`src/rtl/router_pkg.sv`:
```
// Shared types and constants for the router egress packet receiver.
// Header layout, parser state encoding and output-buffer entry format.
package router_pkg;
  localparam int BYTE_W   = 8;
  localparam int LEN_MSB  = 7;
  localparam int LEN_LSB  = 2;
  localparam int ADDR_MSB = 1;
  localparam int ADDR_LSB = 0;
  localparam int LEN_W    = LEN_MSB - LEN_LSB + 1;
  localparam int ADDR_W   = ADDR_MSB - ADDR_LSB + 1;

  typedef enum logic [1:0] {
    IDLE    = 2'd0,
    PAYLOAD = 2'd1,
    PARITY  = 2'd2,
    DONE    = 2'd3
  } rx_state_t;

  typedef struct packed {
    logic              sop;
    logic              eop;
    logic [BYTE_W-1:0] data;
  } obuf_ent_t;
endpackage

```
`src/rtl/rx_obuf.sv`:
```
// Circular holding buffer of {sop, eop, data} entries.
// Ports: i_push/i_ent write, i_pop/o_ent read head, o_count/o_empty status.
module rx_obuf
  import router_pkg::*;
#(
  parameter int DEPTH = 4,
  localparam int AW = $clog2(DEPTH)
) (
  input  logic             clock,
  input  logic             reset,
  input  logic             i_push,
  input  obuf_ent_t        i_ent,
  input  logic             i_pop,
  output obuf_ent_t        o_ent,
  output logic [AW:0]      o_count,
  output logic             o_empty
);
  obuf_ent_t        r_mem [DEPTH];
  logic [AW-1:0]    r_wr;
  logic [AW-1:0]    r_rd;
  logic [AW:0]      r_cnt;
  logic             w_full;
  logic             w_push;
  logic             w_pop;

  assign o_empty = (r_cnt == '0);
  assign w_full  = (r_cnt == (AW+1)'(DEPTH));
  assign w_pop   = i_pop & ~o_empty;
  // a push into a full buffer is legal only alongside a pop
  assign w_push  = i_push & (~w_full | w_pop);
  assign o_ent   = r_mem[r_rd];
  assign o_count = r_cnt;

  always_ff @(posedge clock) begin
    if (w_push) r_mem[r_wr] <= i_ent;
  end

  always_ff @(posedge clock or posedge reset) begin
    if (reset) begin
      r_wr  <= '0;
      r_rd  <= '0;
      r_cnt <= '0;
    end else begin
      if (w_push) r_wr <= r_wr + 1'b1;
      if (w_pop)  r_rd <= r_rd + 1'b1;
      r_cnt <= r_cnt + {{AW{1'b0}}, w_push}
                     - {{AW{1'b0}}, w_pop};
    end
  end
endmodule

```
`src/rtl/router_pkt_rx.sv`:
```
// Router egress consumer: drains a port FIFO, parses and parity-checks
// packets, re-emits bytes as a valid/ready stream with sop/eop tags.
// Ports: clock, reset, vld_out, data_out, read_enb, m_valid, m_ready,
// m_data, m_sop, m_eop, pkt_done, parity_err, addr_err, trunc_err, busy.
// Macro ROUTER_PKT_RX_STATS_EN adds pkt_count/err_count outputs.
module router_pkt_rx
  import router_pkg::*;
#(
  parameter int BUF_DEPTH = 4,
  parameter int STALL_MAX = 64,
  parameter int PORT_ID   = 0
) (
  input  logic              clock,
  input  logic              reset,
  input  logic              vld_out,
  input  logic [BYTE_W-1:0] data_out,
  output logic              read_enb,
  output logic              m_valid,
  input  logic              m_ready,
  output logic [BYTE_W-1:0] m_data,
  output logic              m_sop,
  output logic              m_eop,
  output logic              pkt_done,
  output logic              parity_err,
  output logic              addr_err,
  output logic              trunc_err,
`ifdef ROUTER_PKT_RX_STATS_EN
  output logic [15:0]       pkt_count,
  output logic [15:0]       err_count,
`endif
  output logic              busy
);
  localparam int AW = $clog2(BUF_DEPTH);
  localparam int SW = $clog2(STALL_MAX + 1);

  rx_state_t          r_state;
  rx_state_t          w_next;
  logic               r_ena;
  logic               r_inflight;
  logic [LEN_W-1:0]   r_rem;
  logic [BYTE_W-1:0]  r_par;
  logic [SW-1:0]      r_stall;
  logic               r_pkt_done;
  logic               r_perr;
  logic               r_aerr;
  logic               r_terr;

  logic               w_cap;
  logic               w_hdr;
  logic               w_tail;
  logic               w_stalling;
  logic               w_abort;
  logic               w_room;
  logic               w_empty;
  logic [AW:0]        w_cnt;
  obuf_ent_t          w_in;
  obuf_ent_t          w_head;
  logic [LEN_W-1:0]   w_len;
  logic [ADDR_W-1:0]  w_addr;

  assign w_cap  = r_inflight;
  assign w_len  = data_out[LEN_MSB:LEN_LSB];
  assign w_addr = data_out[ADDR_MSB:ADDR_LSB];
  // a byte landing in DONE was read in the parity cycle: it is a header
  assign w_hdr  = w_cap &
                  (r_state == IDLE | r_state == DONE);
  assign w_tail = w_cap & (r_state == PARITY);

  assign w_stalling = (r_state == PAYLOAD | r_state == PARITY)
                      & ~w_cap;
  assign w_abort    = w_stalling &
                      (r_stall == SW'(STALL_MAX - 1));

  // count + in-flight < depth, i.e. a free slot is still unreserved
  assign w_room = ({1'b0, w_cnt} + {{(AW+1){1'b0}}, r_inflight})
                  < (AW+2)'(BUF_DEPTH);

  assign read_enb = r_ena & vld_out & (r_state != DONE) & w_room;

  assign w_in.sop  = w_hdr;
  assign w_in.eop  = w_tail;
  assign w_in.data = data_out;

  rx_obuf #(.DEPTH(BUF_DEPTH)) u_obuf (
    .clock   (clock),
    .reset   (reset),
    .i_push  (w_cap),
    .i_ent   (w_in),
    .i_pop   (m_ready),
    .o_ent   (w_head),
    .o_count (w_cnt),
    .o_empty (w_empty)
  );

  assign m_valid    = ~w_empty;
  assign m_data     = w_head.data & {BYTE_W{m_valid}};
  assign m_sop      = w_head.sop & m_valid;
  assign m_eop      = w_head.eop & m_valid;
  assign pkt_done   = r_pkt_done;
  assign parity_err = r_perr;
  assign addr_err   = r_aerr;
  assign trunc_err  = r_terr;
  assign busy       = (r_state != IDLE);

  always_comb begin
    w_next = r_state;
    unique case (r_state)
      IDLE, DONE: begin
        if (r_state == DONE) w_next = IDLE;
        if (w_cap)
          w_next = (w_len == '0) ? PARITY : PAYLOAD;
      end
      PAYLOAD: begin
        if (w_abort) w_next = IDLE;
        else if (w_cap && r_rem == LEN_W'(1))
          w_next = PARITY;
      end
      PARITY: begin
        if (w_abort)    w_next = IDLE;
        else if (w_cap) w_next = DONE;
      end
    endcase
  end

  always_ff @(posedge clock or posedge reset) begin
    if (reset) begin
      r_state    <= IDLE;
      r_ena      <= 1'b0;
      r_inflight <= 1'b0;
      r_rem      <= '0;
      r_par      <= '0;
      r_stall    <= '0;
      r_pkt_done <= 1'b0;
      r_perr     <= 1'b0;
      r_aerr     <= 1'b0;
      r_terr     <= 1'b0;
    end else begin
      r_state    <= w_next;
      r_ena      <= 1'b1;
      // a read issued as the packet aborts is dropped on arrival
      r_inflight <= read_enb & ~w_abort;
      if (w_stalling && !w_abort) r_stall <= r_stall + 1'b1;
      else                        r_stall <= '0;
      if (w_hdr) begin
        r_rem <= w_len;
        r_par <= data_out;
      end else if (w_cap && r_state == PAYLOAD) begin
        r_rem <= r_rem - LEN_W'(1);
        r_par <= r_par ^ data_out;
      end
      r_pkt_done <= w_tail;
      r_perr     <= w_tail & (data_out != r_par);
      r_aerr     <= w_hdr & (w_addr != ADDR_W'(PORT_ID));
      r_terr     <= w_abort;
    end
  end

`ifdef ROUTER_PKT_RX_STATS_EN
  logic [15:0] r_pkt_cnt;
  logic [15:0] r_err_cnt;
  logic        w_any_err;

  assign w_any_err = r_perr | r_aerr | r_terr;
  assign pkt_count = r_pkt_cnt;
  assign err_count = r_err_cnt;

  always_ff @(posedge clock or posedge reset) begin
    if (reset) begin
      r_pkt_cnt <= '0;
      r_err_cnt <= '0;
    end else begin
      if (r_pkt_done && r_pkt_cnt != 16'hFFFF)
        r_pkt_cnt <= r_pkt_cnt + 16'd1;
      if (w_any_err && r_err_cnt != 16'hFFFF)
        r_err_cnt <= r_err_cnt + 16'd1;
    end
  end
`endif
endmodule

```
`config.mk`:
```
export PLATFORM = sky130hd
export DESIGN_NAME = router_pkt_rx
export DESIGN_NICKNAME = d
export VERILOG_FILES = /design/src/rtl/router_pkg.sv /design/src/rtl/rx_obuf.sv /design/src/rtl/router_pkt_rx.sv
export SDC_FILE = /design/constraint.sdc
export NUM_CORES = 1
export LEC_CHECK = 0
export ABC_AREA = 1
export ABC_CLOCK_PERIOD_IN_PS = 5800
export CAP_MARGIN = 20
export CORE_ASPECT_RATIO = 1.4
export CORE_MARGIN = 8
export CORE_UTILIZATION = 49
export DETAILED_ROUTE_END_ITERATION = 8
export GPL_ROUTABILITY_DRIVEN = 0
export HOLD_SLACK_MARGIN = 0.08
export PLACE_DENSITY = 0.72
export SLEW_MARGIN = 5
export SYNTH_ARGS = -nofsm -noshare
export SYNTH_HDL_FRONTEND = slang
export SYNTH_SLANG_ARGS = --single-unit
```
`constraint.sdc`:
```
create_clock -name clock -period 5.8 [get_ports clock]
set_input_delay 1.16 -clock clock [delete_from_list [all_inputs] [get_ports clock]]
set_output_delay 1.16 -clock clock [all_outputs]
set_load 0.01 [all_outputs]
```
; Word level (Yosys, flattened, before mapping)
; Memory sizes are Yosys's and may differ from the RTL's.
; Cells that the tools add are included.
[word_totals]
register_bits = 36
out_inout_bits = 17
input_bits = 12
memories = 1
elab_cells = 83
ramBits = 40
[op_classes]
n_reduce_logical = 12
n_addsub = 7
order_cmp = 1
n_mux = 15
bitwise = 23
eq_ne = 11
[memory_table]
columns = name, words, width, rd, rd_ports_with_merged_regs, wr, line_no
row1 = u_obuf.r_mem, 4, 10, 1, 0, 1, rx_obuf.sv:18  ; obuf_ent_t r_mem [DEPTH];
[op_table]
columns = operator, n
row1 = $mux 8, 2
row2 = $and 1x1->1, 14
row3 = $mux 2, 7
row4 = $mux 6, 2
row5 = $ne 3x3->1 const B, 3
row6 = $and 8x8->8, 1
row7 = $ne 8x8->1, 1
row8 = $xor 8x8->8, 1
row9 = $add 7x1->7 const B, 1
row10 = $eq 7x6->1 const B, 1
row11 = $mux 7, 1
row12 = $eq 6x1->1 const B, 1
row13 = $logic_not 6->1, 1
row14 = $pmux 2 s3, 1
row15 = $reduce_bool 2->1, 3
row16 = $sub 6x1->6 const B, 1
row17 = $add 2x1->2 const B, 2
row18 = $add 3x1->4, 1
row19 = $eq 2x2->1 const B, 2
row20 = $lt 4x3->1 const B, 1
row21 = $not 1->1, 4
row22 = $add 3x1->3, 1
row23 = $eq 3x3->1 const B, 1
row24 = $logic_and 1x1->1, 3
row25 = other kinds (10), 13

; Depth between registers and ports, before layout
[depth]
word_depth = 7
mapped_depth = 10

; Cells and area by module
; Synthesis repeated with hierarchy kept, for this count alone.
[unflattened]
hier_cells = 381
hier_area_um2 = 3739.8
[modules_own_cells]
columns = module, n_inst, cells_each, area_each_um2
row1 = rx_obuf, 1, 175, 2055.7
row2 = router_pkt_rx, 1, 206, 1684.1

; Least setup slack after synthesis
; Ideal clock, no wire load.
[synth_timing]
path_type = input-to-output
start = in vld_out
end = out read_enb
path_buffers = 0
required_time_ps = 4640
arrival_ps = 1480
stages = 4
path_slack_ps = 3160
cell_sequence = nand3_1 > nor2_1 > nand3_1 > inv_1
[synth_between]
elab_chain_cells = 3
[synth_lines]
columns = element, line_no
row1 = from (decl), router_pkt_rx.sv:15  ; input logic vld_out,
row2 = $and 1x1->1 (3 in a row), router_pkt_rx.sv:78  ; assign read_enb = r_ena & vld_out & (r_state != DONE) & w_room;
row3 = to (decl), router_pkt_rx.sv:17  ; output logic read_enb,
; Every way passes these cells.

; Worst setup path in the final report
[layout_timing]
start = reg u_obuf.r_rd[0]
end = out m_data[2]
[layout_between]
elab_chain_cells = 2
[layout_lines]
columns = element, line_no
row1 = from (decl), rx_obuf.sv:20  ; logic [AW-1:0] r_rd;
row2 = from (signal assigned), rx_obuf.sv:45  ; if (w_pop) r_rd <= r_rd + 1'b1;
row3 = $mem_v2 4x10, --
row4 = $and 8x8->8, router_pkt_rx.sv:96  ; assign m_data = w_head.data & {BYTE_W{m_valid}};
row5 = to (decl), router_pkt_rx.sv:20  ; output logic [BYTE_W-1:0] m_data,
; Every way passes these cells.

==> results_tabular.tex <==
\begin{tabular}{lr}
\hline
Metric & Value \\
\hline
\multicolumn{2}{l}{\textbf{Placement}} \\
\quad DP Worst Slack & 2.177 ns \\
\quad Post-detail-place hpwl & 4682 um \\
\quad Count of input and output buffers & 28 \\
\multicolumn{2}{l}{\textbf{Global routing}} \\
\quad Routing usage on met3 & 4.612\% \\
\quad Global routing usage on met2 & 25.36\% \\
\quad Met1 Resource Use GR & 14.97\% \\
\quad Total overflow reported by the global router & 0 \\
\quad Number of antenna violations at the first check in global routing & 0 \\
\quad Global routing's busiest layer & met2 \\
\quad Largest net degree at the start of global routing & 37 \\
\quad Overall fraction of global-route tracks in use & 14.33\% \\
\quad First-pass GRT wire length & 11430 um \\
\quad Vias in the first global route & 2500 \\
\multicolumn{2}{l}{\textbf{Layout}} \\
\quad Number of nets in the layout & 408 \\
\quad Diode insertion count for antenna repair & 0 \\
\quad Commonest non-fill, non-tap cell in the layout & sky130\_fd\_sc\_hd\_\_nor2\_1 \\
\quad Area overhead of the layout relative to synthesis & 15.63\% \\
\quad Share of final-layout standard cells stronger than drive strength 1 & 7.513\% \\
\quad Leading cell types in the layout, fill and taps excluded & 71 x sky130\_fd\_sc\_hd\_\_nor2\_1, 40 x sky130\_fd\_sc\_hd\_\_edfxtp\_1, 36 x sky130\_fd\_sc\_hd\_\_dfrtp\_1 \\
\multicolumn{2}{l}{\textbf{Detailed routing}} \\
\quad Detailed-route via count & 2428 \\
\quad Via density per instance & 5.027 \\
\quad Post-Route WL & 6769 um \\
\quad Remaining antenna violation count & 0 \\
\quad Wire length per cell after detailed routing & 14.01 um \\
\quad Length of the first detailed-routing pass in iterations & 4 \\
\quad Initial detailed-routing violation count & 113 \\
\quad Detailed-route DRC error count & 0 \\
\multicolumn{2}{l}{\textbf{Setup path}} \\
\quad Number of cells on the worst reg-to-reg path & 8 \\
\quad Reg-to-Reg End & u\_obuf.o\_count[2] \\
\quad WP data required & 4.64 ns \\
\quad Critical-path maximum fanout & 23 \\
\quad Category of the worst setup path capture point & primary output \\
\quad Worst r2r src & u\_obuf.o\_count[0] \\
\quad Register-to-register setup slack & 3.10 ns \\
\quad Critical Setup Path Class & reg2out \\
\quad Critical path arrival & 2.62 ns \\
\quad Startpoint types & flip-flop \\
\multicolumn{2}{l}{\textbf{Logic synthesis}} \\
\quad Warnings, synthesis & 0 \\
\quad Netlist Area Pre-Place & 3593 sq um \\
\quad Cell type with the highest aggregate area in the netlist & sky130\_fd\_sc\_hd\_\_edfxtp\_1 \\
\quad Cells after Synth & 352 \\
\quad Share of the synthesized area in the top cell type & 33.43\% \\
\quad Syn Area/Cell & 10.21 sq um \\
\quad Number of distinct library cell variants in the gate-level netlist after synthesis & 34 \\
\quad Leading post-synthesis cells by cell area & sky130\_fd\_sc\_hd\_\_edfxtp\_1 33\%, sky130\_fd\_sc\_hd\_\_dfrtp\_1 25\%, sky130\_fd\_sc\_hd\_\_nor2\_1 7.4\%, sky130\_fd\_sc\_hd\_\_ha\_1 4.9\%, sky130\_fd\_sc\_hd\_\_inv\_1 3.7\% \\
\quad Seq cells post-synth & 76 \\
\quad Synthesized net count & 379 \\
\quad Sequential area share after synthesis & 58.50\% \\
\multicolumn{2}{l}{\textbf{Clocking}} \\
\quad Number of buffers on the longest clock path & 2 \\
\quad Clk slew on worst S/H paths & 0.08 ns \\
\quad Buffers inserted by post-CTS timing repair & 0 \\
\quad Clock Root Buffer & sky130\_fd\_sc\_hd\_\_clkbuf\_8 \\
\quad Clock insertion delay at the later pin of the skew report & 0.35 ns \\
\quad Post-cts hold buffer count & 0 \\
\quad Number of clock sinks & 76 \\
\quad CTS tree & done \\
\quad TritonCTS buffer count & 9 \\
\quad Gates resized, CTS repair & 0 \\
\quad Number of H-tree branching levels & 3 \\
\multicolumn{2}{l}{\textbf{Power and ir drop}} \\
\quad Leakage & 1.717 nW \\
\quad Clk pwr share & 22.9\% \\
\quad Combinational group share of total power & 37.1\% \\
\quad Sequential fraction of design power & 40.1\% \\
\quad Peak supply drop & 213.8 uV \\
\quad Cell Pwr Density & 469.7 nW/um\^{}2 \\
\quad Power dissipated by switching net loads & 0.7116 mW \\
\quad Cell internal pwr & 1.240 mW \\
\quad Switching share of total power & 36.46\% \\
\multicolumn{2}{l}{\textbf{STA}} \\
\quad Total count of hold-check failures in the final report & 0 \\
\quad Setup ws final & 2.023 ns \\
\quad Highest Clock Rate & 0.2648 GHz \\
\quad Worst rel slew slack & 34.73\% \\
\quad Count of final max-slew check failures & 0 \\
\quad Setup TNS & 0 ns \\
\quad Final setup violation count & 0 \\
\quad Min cycle time layout & 3.777 ns \\
\quad Unrepaired setup endpoints after global routing & false \\
\quad Clock skew & 0.008894 ns \\
\quad Measured slew at the worst slew-check pin & 0.9755 ns \\
\quad Final period util & 65.12\% \\
\multicolumn{2}{l}{\textbf{Floorplan}} \\
\quad Core outline area & 7222 sq um \\
\quad Starting density of the core & 49.76\% \\
\quad I/O pin total & 29 \\
\quad Overall die height & 117.3 um \\
\quad Row count & 37 \\
\quad Die area & 10370 sq um \\
\quad Die X & 88.38 um \\
\multicolumn{2}{l}{\textbf{Run status}} \\
\quad Outcome & finished, final reports clean \\
\multicolumn{2}{l}{\textbf{Min path}} \\
\quad Hold Path Origin & r\_stall[0] \\
\quad Worst hold path stage count & 1 \\
\quad Sink of the worst hold path & r\_stall[0] \\
\quad Class of the worst hold path & reg2reg \\
\multicolumn{2}{l}{\textbf{Job}} \\
\quad Maximum capacitance violations & 0 \\
\hline
\end{tabular}
final cells by class:
cell class,instances,area (sq um)
multi-input cells,227,1275
well taps,97,121.4
clock buffers,10,127.6
repair buffers,29,287.8
inverters,38,145.1
clock inverters,6,96.34
fillers,635,3067
flip-flops and latches,76,2102
cell usage after synthesis (all sizes together):
cell,instances
fa,1
o22a,2
and3,1
dfrtp,36
a22oi,5
o21a,1
nor2,74
xor2,9
inv,38
o21ai,29
clkbuf,6
nand4,2
or2,2
nand3,13
xnor2,5
buf,5
o211ai,1
a21oi,26
ha,14
a31oi,1
nor3,5
conb,1
edfxtp,40
nor3b,1
nand2,34
routing by layer:
metal,share of wire (%),wire length (um)
met5,0,0
met4,0.96,65
met3,5.2,355
met2,55,3715
met1,39,2632
flip-flops by register name (all words and copies together), names as in the netlist:
| signal | count |
|---|---|
| u_obuf.r_mem | 40 |
| r_par | 8 |
| r_stall | 7 |
| r_rem | 6 |
| u_obuf.o_count | 3 |
| r_state | 2 |
| u_obuf.r_rd | 2 |
| u_obuf.r_wr | 2 |
| addr_err | 1 |
| parity_err | 1 |
| pkt_done | 1 |
| r_ena | 1 |
| r_inflight | 1 |
| trunc_err | 1 |
worst max-delay path, stage by stage, from the launching register on:
cell and delay [ns]:
sky130_fd_sc_hd__dfrtp_1 0.86, sky130_fd_sc_hd__inv_1 0.48, sky130_fd_sc_hd__o21ai_0 0.30, sky130_fd_sc_hd__a21oi_1 0.10, sky130_fd_sc_hd__clkdlybuf4s50_1 0.52
power by group through the flow:
stage               clock, mW  combinational (mW)  sequential, mW
finish                  0.447               0.723           0.782
global route            0.488               0.823           0.796
CTS                     0.458               0.735           0.782
detailed placement          0               0.731           0.793
global placement            0               0.710           0.786
floorplan                   0               0.531           0.738
through the flow:
step | util (%) | instances | hold slack, ns | total power, mW | cell area (sq um)
6_report | 57.54 | 483 | 0.4630 | 1.952 | 4155
2_1_floorplan | - | 352 | 0.4329 | 1.269 | 3593
3_5_place_dp | 54.44 | 467 | 0.4526 | 1.524 | 3931
5_1_grt | 57.54 | 483 | 0.4915 | 2.107 | 4155
3_3_place_gp | 54.44 | 467 | 0.4520 | 1.496 | 3931
4_1_cts | 57.54 | 483 | 0.4626 | 1.975 | 4155
worst max path at each step:
| stage | endpoint | depth (start not counted) | start | slack (ns) |
|---|---|---|---|---|
| final | m_data[2] | 4 | u_obuf.r_rd[0] | 2.02 |
| after global routing | m_data[1] | 4 | u_obuf.r_rd[0] | 1.80 |
| after CTS | m_data[6] | 4 | u_obuf.r_rd[0] | 2.01 |
| after detailed placement | read_enb | 6 | vld_out | 2.18 |
| after global placement | read_enb | 6 | vld_out | 2.18 |
| after floorplan | read_enb | 4 | vld_out | 3.16 |
kinds of logic after synthesis:
family	synth area share, %
AO/OA/AOI/OAI	10.31
XOR/XNOR	3.412
adder cells (fa/ha/maj)	5.432
buffers and inverters	6.163
flip-flops	58.50
other	0.1044
AND/OR/NAND/NOR	16.09
Power figures use the tool's default switching activity.
